--- config.mk ---
export PLATFORM = sky130hd
export DESIGN_NAME = nf10_inter_packet_delay
export DESIGN_NICKNAME = d
export VERILOG_FILES = /design/src/rtl/nf10_ipd_pkg.sv /design/src/rtl/nf10_axis_skid_buffer.sv /design/src/rtl/nf10_inter_packet_delay.sv
export SDC_FILE = /design/constraint.sdc
export NUM_CORES = 1
export LEC_CHECK = 0
export ABC_AREA = 1
export BUFFER_PORTS_ARGS = -buffer_cell sky130_fd_sc_hd__buf_2
export CORE_AREA = 2 2 358 360
export DETAILED_ROUTE_END_ITERATION = 16
export DIE_AREA = 0 0 360 362
export PLACE_DENSITY = 0.53
export SLEW_MARGIN = 0
export SYNTH_ARGS = -nofsm -noshare
export SYNTH_HDL_FRONTEND = slang
export SYNTH_SLANG_ARGS = --single-unit
--- constraint.sdc ---
create_clock -name axi_aclk -period 20.2 [get_ports axi_aclk]
set_input_delay 0 -clock axi_aclk [delete_from_list [all_inputs] [get_ports axi_aclk]]
set_output_delay 0 -clock axi_aclk [all_outputs]
set_load 0.1 [all_outputs]
--- src/rtl/nf10_ipd_pkg.sv ---
// Shared definitions for the inter-packet delay stage: FSM encoding and skid buffer depth.
package nf10_ipd_pkg;

    typedef logic [1:0] ipd_state_t;

    localparam ipd_state_t IDLE = 2'd0;
    localparam ipd_state_t PKT  = 2'd1;
    localparam ipd_state_t GAP  = 2'd2;

    localparam int SKID_DEPTH = 2;

endpackage

--- src/rtl/nf10_axis_skid_buffer.sv ---
// Two-entry AXI4-Stream skid buffer with a registered ready; the payload is an opaque vector.
module nf10_axis_skid_buffer
    import nf10_ipd_pkg::*;
#(
    parameter int WIDTH = 8
) (
    input  logic             clk,
    input  logic             rst_n,
    input  logic             clr,
    input  logic             s_valid,
    output logic             s_ready,
    input  logic [WIDTH-1:0] s_data,
    output logic             m_valid,
    input  logic             m_ready,
    output logic [WIDTH-1:0] m_data
);

    logic [WIDTH-1:0] mem [SKID_DEPTH];
    logic             wr_ptr;
    logic             rd_ptr;
    logic [1:0]       count_q;
    logic [1:0]       count_d;
    logic             ready_q;
    logic             push;
    logic             pop;

    assign push    = s_valid & ready_q;
    assign pop     = m_valid & m_ready;
    assign count_d = count_q + 2'(push) - 2'(pop);

    assign s_ready = ready_q;
    assign m_valid = (count_q != 2'd0);
    assign m_data  = mem[rd_ptr];

    // Ready is computed from next occupancy, so it falls in the same cycle the buffer becomes full.
    // NOTE: non-blocking assignments for all state so every register sees pre-edge values.
    always_ff @(posedge clk or negedge rst_n) begin
        if (!rst_n) begin
            wr_ptr  <= 1'b0;
            rd_ptr  <= 1'b0;
            count_q <= 2'd0;
            ready_q <= 1'b0;
        end else if (clr) begin
            wr_ptr  <= 1'b0;
            rd_ptr  <= 1'b0;
            count_q <= 2'd0;
            ready_q <= 1'b0;
        end else begin
            if (push) wr_ptr <= ~wr_ptr;
            if (pop)  rd_ptr <= ~rd_ptr;
            count_q <= count_d;
            ready_q <= (count_d < 2'(SKID_DEPTH));
        end
    end

    // NOTE: payload storage is deliberately not reset; validity lives in count_q alone.
    always_ff @(posedge clk) begin
        if (push) mem[wr_ptr] <= s_data;
    end

endmodule

--- src/rtl/nf10_inter_packet_delay.sv ---
// Inserts a programmable idle gap after each packet's last beat; packets pass through unmodified.
module nf10_inter_packet_delay
    import nf10_ipd_pkg::*;
#(
    parameter int C_M_AXIS_DATA_WIDTH  = 256,
    parameter int C_S_AXIS_DATA_WIDTH  = 256,
    parameter int C_M_AXIS_TUSER_WIDTH = 128,
    parameter int C_S_AXIS_TUSER_WIDTH = 128,
    parameter int C_S_AXI_DATA_WIDTH   = 32
) (
    input  logic                                 axi_aclk,
    input  logic                                 axi_aresetn,
    input  logic                                 sw_rst,
    input  logic                                 ipd_enable,
    input  logic [C_S_AXI_DATA_WIDTH-1:0]        ipd_cycles,
    input  logic [C_S_AXIS_DATA_WIDTH-1:0]       s_axis_tdata,
    input  logic [C_S_AXIS_DATA_WIDTH/8-1:0]     s_axis_tstrb,
    input  logic [C_S_AXIS_TUSER_WIDTH-1:0]      s_axis_tuser,
    input  logic                                 s_axis_tvalid,
    output logic                                 s_axis_tready,
    input  logic                                 s_axis_tlast,
    output logic [C_M_AXIS_DATA_WIDTH-1:0]       m_axis_tdata,
    output logic [C_M_AXIS_DATA_WIDTH/8-1:0]     m_axis_tstrb,
    output logic [C_M_AXIS_TUSER_WIDTH-1:0]      m_axis_tuser,
    output logic                                 m_axis_tvalid,
    input  logic                                 m_axis_tready,
    output logic                                 m_axis_tlast,
    output logic                                 gap_active,
    output logic [C_S_AXI_DATA_WIDTH-1:0]        pkt_count
);

    localparam int PAYLOAD_W = C_S_AXIS_DATA_WIDTH + C_S_AXIS_DATA_WIDTH/8 + C_S_AXIS_TUSER_WIDTH + 1;

    ipd_state_t                    state_q;
    ipd_state_t                    state_d;
    logic [C_S_AXI_DATA_WIDTH-1:0] cnt_q;
    logic [PAYLOAD_W-1:0]          in_payload;
    logic [PAYLOAD_W-1:0]          buf_payload;
    logic                          buf_valid;
    logic                          buf_ready;
    logic                          out_open;
    logic                          hs;
    logic                          last_hs;
    logic                          gap_go;

    assign in_payload = {s_axis_tlast, s_axis_tuser, s_axis_tstrb, s_axis_tdata};
    assign {m_axis_tlast, m_axis_tuser, m_axis_tstrb, m_axis_tdata} = buf_payload;

    nf10_axis_skid_buffer #(
        .WIDTH(PAYLOAD_W)
    ) u_skid (
        .clk     (axi_aclk),
        .rst_n   (axi_aresetn),
        .clr     (sw_rst),
        .s_valid (s_axis_tvalid),
        .s_ready (s_axis_tready),
        .s_data  (in_payload),
        .m_valid (buf_valid),
        .m_ready (buf_ready),
        .m_data  (buf_payload)
    );

    assign buf_ready = m_axis_tready & out_open;
    assign hs        = m_axis_tvalid & m_axis_tready;
    assign last_hs   = hs & m_axis_tlast;
    assign gap_go    = ipd_enable && (ipd_cycles != '0);

    always_ff @(posedge axi_aclk or negedge axi_aresetn) begin
        if (!axi_aresetn) state_q <= IDLE;
        else if (sw_rst)  state_q <= IDLE;
        else              state_q <= state_d;
    end

    // NOTE: default assignment first so no path through this block can infer a latch.
    always_comb begin
        state_d = state_q;
        case (state_q)
            IDLE: if (hs)      state_d = m_axis_tlast ? (gap_go ? GAP : IDLE) : PKT;
            PKT:  if (last_hs) state_d = gap_go ? GAP : IDLE;
            GAP:  if (!ipd_enable || cnt_q == C_S_AXI_DATA_WIDTH'(1)) state_d = IDLE;
            default:           state_d = IDLE;
        endcase
    end

    always_comb begin
        out_open      = (state_q != GAP);
        gap_active    = (state_q == GAP);
        m_axis_tvalid = buf_valid & out_open;
    end

    // Gap length is captured only at the last-beat handshake, so ipd_cycles edits affect the next gap.
    always_ff @(posedge axi_aclk or negedge axi_aresetn) begin
        if (!axi_aresetn) begin
            cnt_q     <= '0;
            pkt_count <= '0;
        end else if (sw_rst) begin
            cnt_q     <= '0;
            pkt_count <= '0;
        end else begin
            if (last_hs)                           cnt_q <= ipd_cycles;
            else if (state_q == GAP && cnt_q != '0) cnt_q <= cnt_q - 1'b1;
            if (last_hs) pkt_count <= pkt_count + 1'b1;
        end
    end

endmodule

==> impl_metrics.tcl, run 1 <==
set metrics [dict create \
    outcome "completed" \
    hold_depth 2 \
    synth-xor-area-share_pct 0.349 \
    async_flop_share_pct 7.85 \
    die_w_um 360 \
    clk_latency_ns 0.75 \
    post_cts_buffers 0 \
    syn_area_um2 35200 \
    dieArea_um2 130000 \
    synth_edf_count 834 \
    first_pass_iters 5 \
    path_clk_slew_ns 0.06 \
    cts_resized 0 \
    power_frac_comb_pct 45.7 \
    start_util_pct 27.8 \
    max_slew_margin_pct 27.3 \
    area_growth_pct 50.1 \
    synth_compound_area_share_pct 1.32 \
    p_leak_nw 22.2 \
    cts_root_buf "clkbuf_16" \
    cp_data_arrival_time_ns 5.94 \
    clock.fmax_mhz 187 \
    final_cell_mix "nand2_1, buf_2, edfxtp_1" \
    min_period_ns 5.35 \
    hold_viol_final 0 \
    p_per_area_nw_per_um2 144 \
    crit_type "flop to flop" \
    cts_inserted_buffers 99 \
    drt_iter0_drc 2126 \
    reg2reg_from "u_skid.rd_ptr" \
    cap_violations 0 \
    worst_pin_slew_ns 1.09 \
    hold_class "input port to flop" \
    grt_max_degree 162 \
    die_y_um 362 \
    ys.flop_type "edfxtp_1" \
    report.final.setup_viol 0 \
    synthMuxAreaShare_pct 0 \
    synth_warnings 0 \
    synth_top_area_share_pct 71.2 \
    cp_max_fo 101 \
    portBuffers 906 \
    period_share_pct 26.5 \
    stdcell_area_um2 52800 \
    fin_tns_setup_ns 0 \
    worst_r2r_path_depth 12 \
    p_seq_share_pct 31.4 \
    layout.cells.most_common "nand2_1" \
    core_um2 127000 \
    grt_usage_pct 17.1 \
    fillers 11900 \
    dpl_cell_area_um2 41500 \
    netlist_instances 2960 \
    swShare_pct 49.6 \
    required_ns 20.79 \
    ys_seq_area_share_pct 76.3 \
    ys_ff_latch 905 \
    synth.distinct_cells 35 \
    h-tree-depth 3 \
    synth_top_family_by_area "simple AND/OR/NAND/NOR gates" \
    gp_congestion 0.863 \
    netlist_top_cells_area "edfxtp_1, nand2_1, dfrtp_1, nor2_1, nand3_1" \
    grt_pass1_wl_um 170000 \
    min_to "u_skid.mem[1][376]" \
    ios 907 \
    viasPerCell 4.39 \
    hpwl_um 77000 \
    synthAdderAreaFrac_pct 0.178 \
    synth-simple-area-share_pct 19.6 \
    pwr-share-clk_pct 23.0 \
    grt_setup_unrepaired "no" \
    cts_tree "yes" \
    start_kind "flop" \
    row_count 131 \
    yosysTopAreaCell "edfxtp_1" \
    antenna_left 0 \
    antenna_found_initial 24 \
    syn_area_per_cell_um2 11.9 \
    drive_gt1_share_pct 23.0 \
    grt_pass1_vias 28300 \
    grt-ovfl-total 0 \
    endpoint_kind "flop" \
    clock_path_buffers 3 \
    routed_wl_um 116000 \
    clock_sinks 905 \
    intPower_w 0.00383 \
    r2r_end "cnt_q[28]" \
    power_switching_w 0.00377 \
    r2r_slack_ns 14.85 \
    nets 5141 \
    syn_nets 3420 \
    wire_per_inst_um 18.0 \
    clock_skew_ns 0.0949 \
    drc 0 \
    hold_start "s_axis_tuser[88]" \
    vias 28300 \
    slew_viol_final 0 \
    peakVddDrop_mv 0.117 \
]
-- critical path, cell delays in order, from the launching register on --
cell and delay, ns:
dfrtp_4 0.77, inv_8 0.35, nand2_1 0.19, nand2_1 0.09, nand2_2 0.71, inv_2 0.64, nor2_4 0.83, nand2_2 0.36
nand2_4 0.30, inv_2 0.17, nand2_1 0.10, nand2_1 0.05, dlygate4sd3_1 0.56
-- worst max-delay path by stage --
stage                    from          endpoint  slack (ns)
3_3_place_gp    u_skid.rd_ptr         cnt_q[30]       15.42
3_5_place_dp    u_skid.rd_ptr         cnt_q[15]       15.38
6_report        u_skid.rd_ptr         cnt_q[28]       14.85
2_1_floorplan  u_skid.s_ready  u_skid.mem[1][0]        0.55
5_1_grt         u_skid.rd_ptr         cnt_q[28]       14.49
4_1_cts         u_skid.rd_ptr         cnt_q[28]       14.90
-- metrics by stage --
stage | std cells | power (W) | hold WS (ns) | util (%) | worst slack [ns]
finish | 6441 | 0.00760 | 0.0543 | 41.7 | 14.85
floorplan | 2960 | 0.00521 | -0.296 | - | 0.546
global route | 6439 | 0.00789 | 0.00442 | 41.6 | 14.49
global placement | 5435 | 0.00574 | 0.188 | 32.8 | 15.42
CTS | 6426 | 0.00764 | 0.000667 | 41.6 | 14.90
detailed placement | 5435 | 0.00574 | 0.191 | 32.8 | 15.38
-- cell usage after synthesis, types with 2 or more instances --
cell,instances
inv_2,3
xor2_1,8
nor3_1,16
o21ai_0,54
nand2_2,4
ha_1,5
nand3_1,72
nand2_4,2
buf_1,8
a21oi_1,9
o22ai_1,9
buf_2,21
nand2_1,1472
o21bai_1,6
xnor2_1,6
nor2_4,3
dfrtp_1,71
edfxtp_1,834
clkbuf_1,84
o21ai_1,2
nand4_1,35
inv_1,82
or2_2,13
nor2_1,119
nor4_1,10
nor2_2,3
-- power by group through the flow --
stage / Sequential, W / Combinational (W) / Clock [W]
after floorplan: 0.00252 / 0.00269 / 0
final: 0.00238 / 0.00347 / 0.00174
after global routing: 0.00240 / 0.00363 / 0.00186
after global placement: 0.00241 / 0.00332 / 0
after detailed placement: 0.00242 / 0.00333 / 0
after CTS: 0.00238 / 0.00348 / 0.00178
-- sequential cells by signal, summed over array words and instances, names as in the netlist --
register,flops
pkt_count,32
u_skid.rd_ptr,1
u_skid.s_ready,1
u_skid.wr_ptr,1
u_skid.count_q,2
cnt_q,32
state_q,2
u_skid.mem,834
-- repair_timing --
item                                   CTS  global route
endpoints found under the hold margin  960             0
setup endpoints to repair                0             0
hold buffers                           807             0
-- final cells by class --
type	count	area, µm²	share of cell area (%)
Multi-Input combinational cell	1854	7570	14.3
Timing Repair Buffer	1735	12800	24.3
Clock buffer	132	2600	4.93
Inverter	86	330	0.626
Sequential cell	905	26800	50.8
Clock inverter	52	528	1.00
Tap cell	1662	2080	3.94
Antenna cell	15	37.5	0.0711
-- per-layer routing --
layer  global-route usage (%)  vias to the layer above  share of wire, %
li1                         -                    13400                 -
met1                     20.1                    13500                39
met2                     29.7                     1145                50
met3                     4.51                      248               7.6
met4                     6.81                        4               3.8
met5                        0                        -             0.022
-- cells by family (layout without fill, tap and decap cells) --
group,count (synthesis),count (layout)
xor+xnor,14,14
other cells,0,15
buf+inv,201,2005
fa+ha+maj,5,5
flops,905,905
simple gates,1751,1751
compound gates,84,84
Note: power is estimated with default switching activity, not from simulation.
==> run 2: changes to the inputs <==
Clock period 20.2 ns to 4.35 ns, I/O delays scaled along.
==> run 2 against run 1 <==
Compared with the run above: largest cell class unchanged; critical path depth shrank 6; highest routed layer unchanged; die area is the same; cell area grew 0.99%; sequential share of layout area shrank 0.49 points; flip-flop and latch count is the same; combinational power grew to 4.7 times the previous value; cell count grew 0.50%; routed wire length shrank 2.8%; clock power grew to 4.7 times the previous value.
==> impl_metrics.tcl, run 2 (synthesis results as in run 1) <==
set metrics [dict create \
    grt_pass1_wl_um 167000 \
    top_regs "u_skid.mem x834, cnt_q x32, pkt_count x32" \
    worst_path_max_delay_cell "dfrtp_4" \
    wire_per_inst_um 17.4 \
    routed_wl_um 113000 \
    start_util_pct 27.8 \
    slowest_delay_ns 0.79 \
    h-tree-depth 3 \
    hold-worst-slack_ns 0.0677 \
    multi_input_area_um2 7580 \
    cp_data_arrival_time_ns 3.53 \
    fin_ws_ns 0.819 \
    start_kind "flop" \
    report.final.setup_viol 0 \
    die_w_um 360 \
    gp_congestion 0.865 \
    crit_top_cell "nand2_1" \
    drive_gt1_share_pct 23.7 \
    drc 0 \
    grt_usage_pct 16.8 \
    place_ws_ns 1.29 \
    hold_buffers 809 \
    required_ns 4.35 \
    min_period_ns 3.53 \
    p_per_area_nw_per_um2 664 \
    first_pass_iters 5 \
    antenna_found_initial 19 \
    cts_inserted_buffers 102 \
    period_share_pct 81.2 \
    clock_skew_ns 0.0256 \
    row_count 131 \
    area_growth_pct 51.6 \
    viasPerCell 4.34 \
    cp_max_fo 66 \
    outcome "completed" \
    antenna_left 0 \
    post_cts_buffers 0 \
    cts_resized 0 \
    cap_violations 0 \
    grt_setup_unrepaired "no" \
    vias 28100 \
    crit_path_cell_trace "inv_8 > buf_12 > buf_4 > nand2_1 > nand2_1 > buf_2" \
    layout.cells.most_common "nand2_1" \
    cp_top_family "buffers and inverters" \
    nets 5181 \
    clock.fmax_mhz 283 \
    ios 907 \
    slew_viol_final 0 \
    cts_root_buf "clkbuf_16" \
    cts_tree "yes" \
    clk_latency_ns 0.70 \
    worst_r2r_path_depth 12 \
    grt-ovfl-total 0 \
    hpwl_um 74700 \
    die_y_um 362 \
    hold_depth 2 \
    largest_reg_flops 834 \
    peakVddDrop_mv 0.638 \
    top_register "u_skid.mem" \
    regArea_um2 26800 \
    worst_pin_slew_ns 1.07 \
    endpoint_kind "output port" \
    clock_sinks 905 \
    fillers 11900 \
    dieArea_um2 130000 \
    grt_pass1_vias 28400 \
    path_clk_slew_ns 0.06 \
    cp_num_buf_inv 4 \
    cp_num_cells 6 \
    portBuffers 906 \
    hold_viol_final 0 \
    p_leak_nw 22.5 \
    power_w 0.0354 \
    utilization_pct 42.1 \
    core_um2 127000 \
    hold_class "input port to flop" \
    max_slew_margin_pct 28.7 \
    crit_type "flop to output port" \
    grt_max_degree 168 \
    drt_iter0_drc 1876 \
    clock_path_buffers 3 \
    final_cell_mix "nand2_1, buf_2, edfxtp_1" \
]
[run 2: power breakdown]
group	leakage [nW]	internal [W]	total [W]	switching (W)
Sequential	8.59	0.0106	0.0110	0.000410
Combinational	12.4	0.00271	0.0162	0.0135
Clock	1.55	0.00465	0.00819	0.00354
Total	22.5	0.0180	0.0354	0.0174
[run 2: worst register-to-register path, cell delays in order, from the launching register on]
cell           delay, ns
dfrtp_4             1.00
inv_8               0.37
nand2_1             0.18
nand2_1             0.09
nand2_2             0.09
inv_2               0.05
nor2_4              0.08
nand2_2             0.19
nand2_4             0.27
inv_2               0.19
nand2_1             0.11
nand2_1             0.05
dlygate4sd3_1       0.55
[run 2: worst paths after layout]
| kind | from | endpoint | slack (ns) |
|---|---|---|---|
| worst max-delay path | u_skid.rd_ptr | m_axis_tdata[87] | 0.82 |
| worst min-delay path | s_axis_tuser[91] | u_skid.mem[0][379] | 0.07 |
| worst max register to register | u_skid.rd_ptr | cnt_q[26] | 1.03 |
| worst min register to register | pkt_count[3] | pkt_count[3] | 0.55 |
| max in group asynchronous | axi_aresetn | u_skid.s_ready | 3.40 |
| min in group asynchronous | axi_aresetn | pkt_count[1] | 0.36 |
[run 2: final cells by class]
class	instances	share of cell area, %
Timing Repair Buffer	1772	24.9
Clock buffer	136	5.10
Multi-Input combinational cell	1854	14.2
Sequential cell	905	50.3
Inverter	86	0.620
Clock inverter	49	0.862
Tap cell	1662	3.90
Antenna cell	9	0.0423
[run 2: routing by layer]
| layer | share of wire (%) | track usage, % | vias up |
|---|---|---|---|
| met4 | 4.1 | 7.88 | 10 |
| met1 | 38 | 18.9 | 13400 |
| li1 | - | - | 13500 |
| met5 | 0.061 | 0 | - |
| met3 | 7.5 | 4.88 | 221 |
| met2 | 50 | 29.2 | 936 |
[run 2: metrics by stage]
step / area (µm²) / instances / TNS, ns
3_3_place_gp: 42000 / 5470 / 0
4_1_cts: 53300 / 6464 / 0
6_report: 53300 / 6473 / 0
5_1_grt: 53300 / 6472 / 0
2_1_floorplan: 35200 / 2960 / -2495.23
3_5_place_dp: 42000 / 5470 / 0
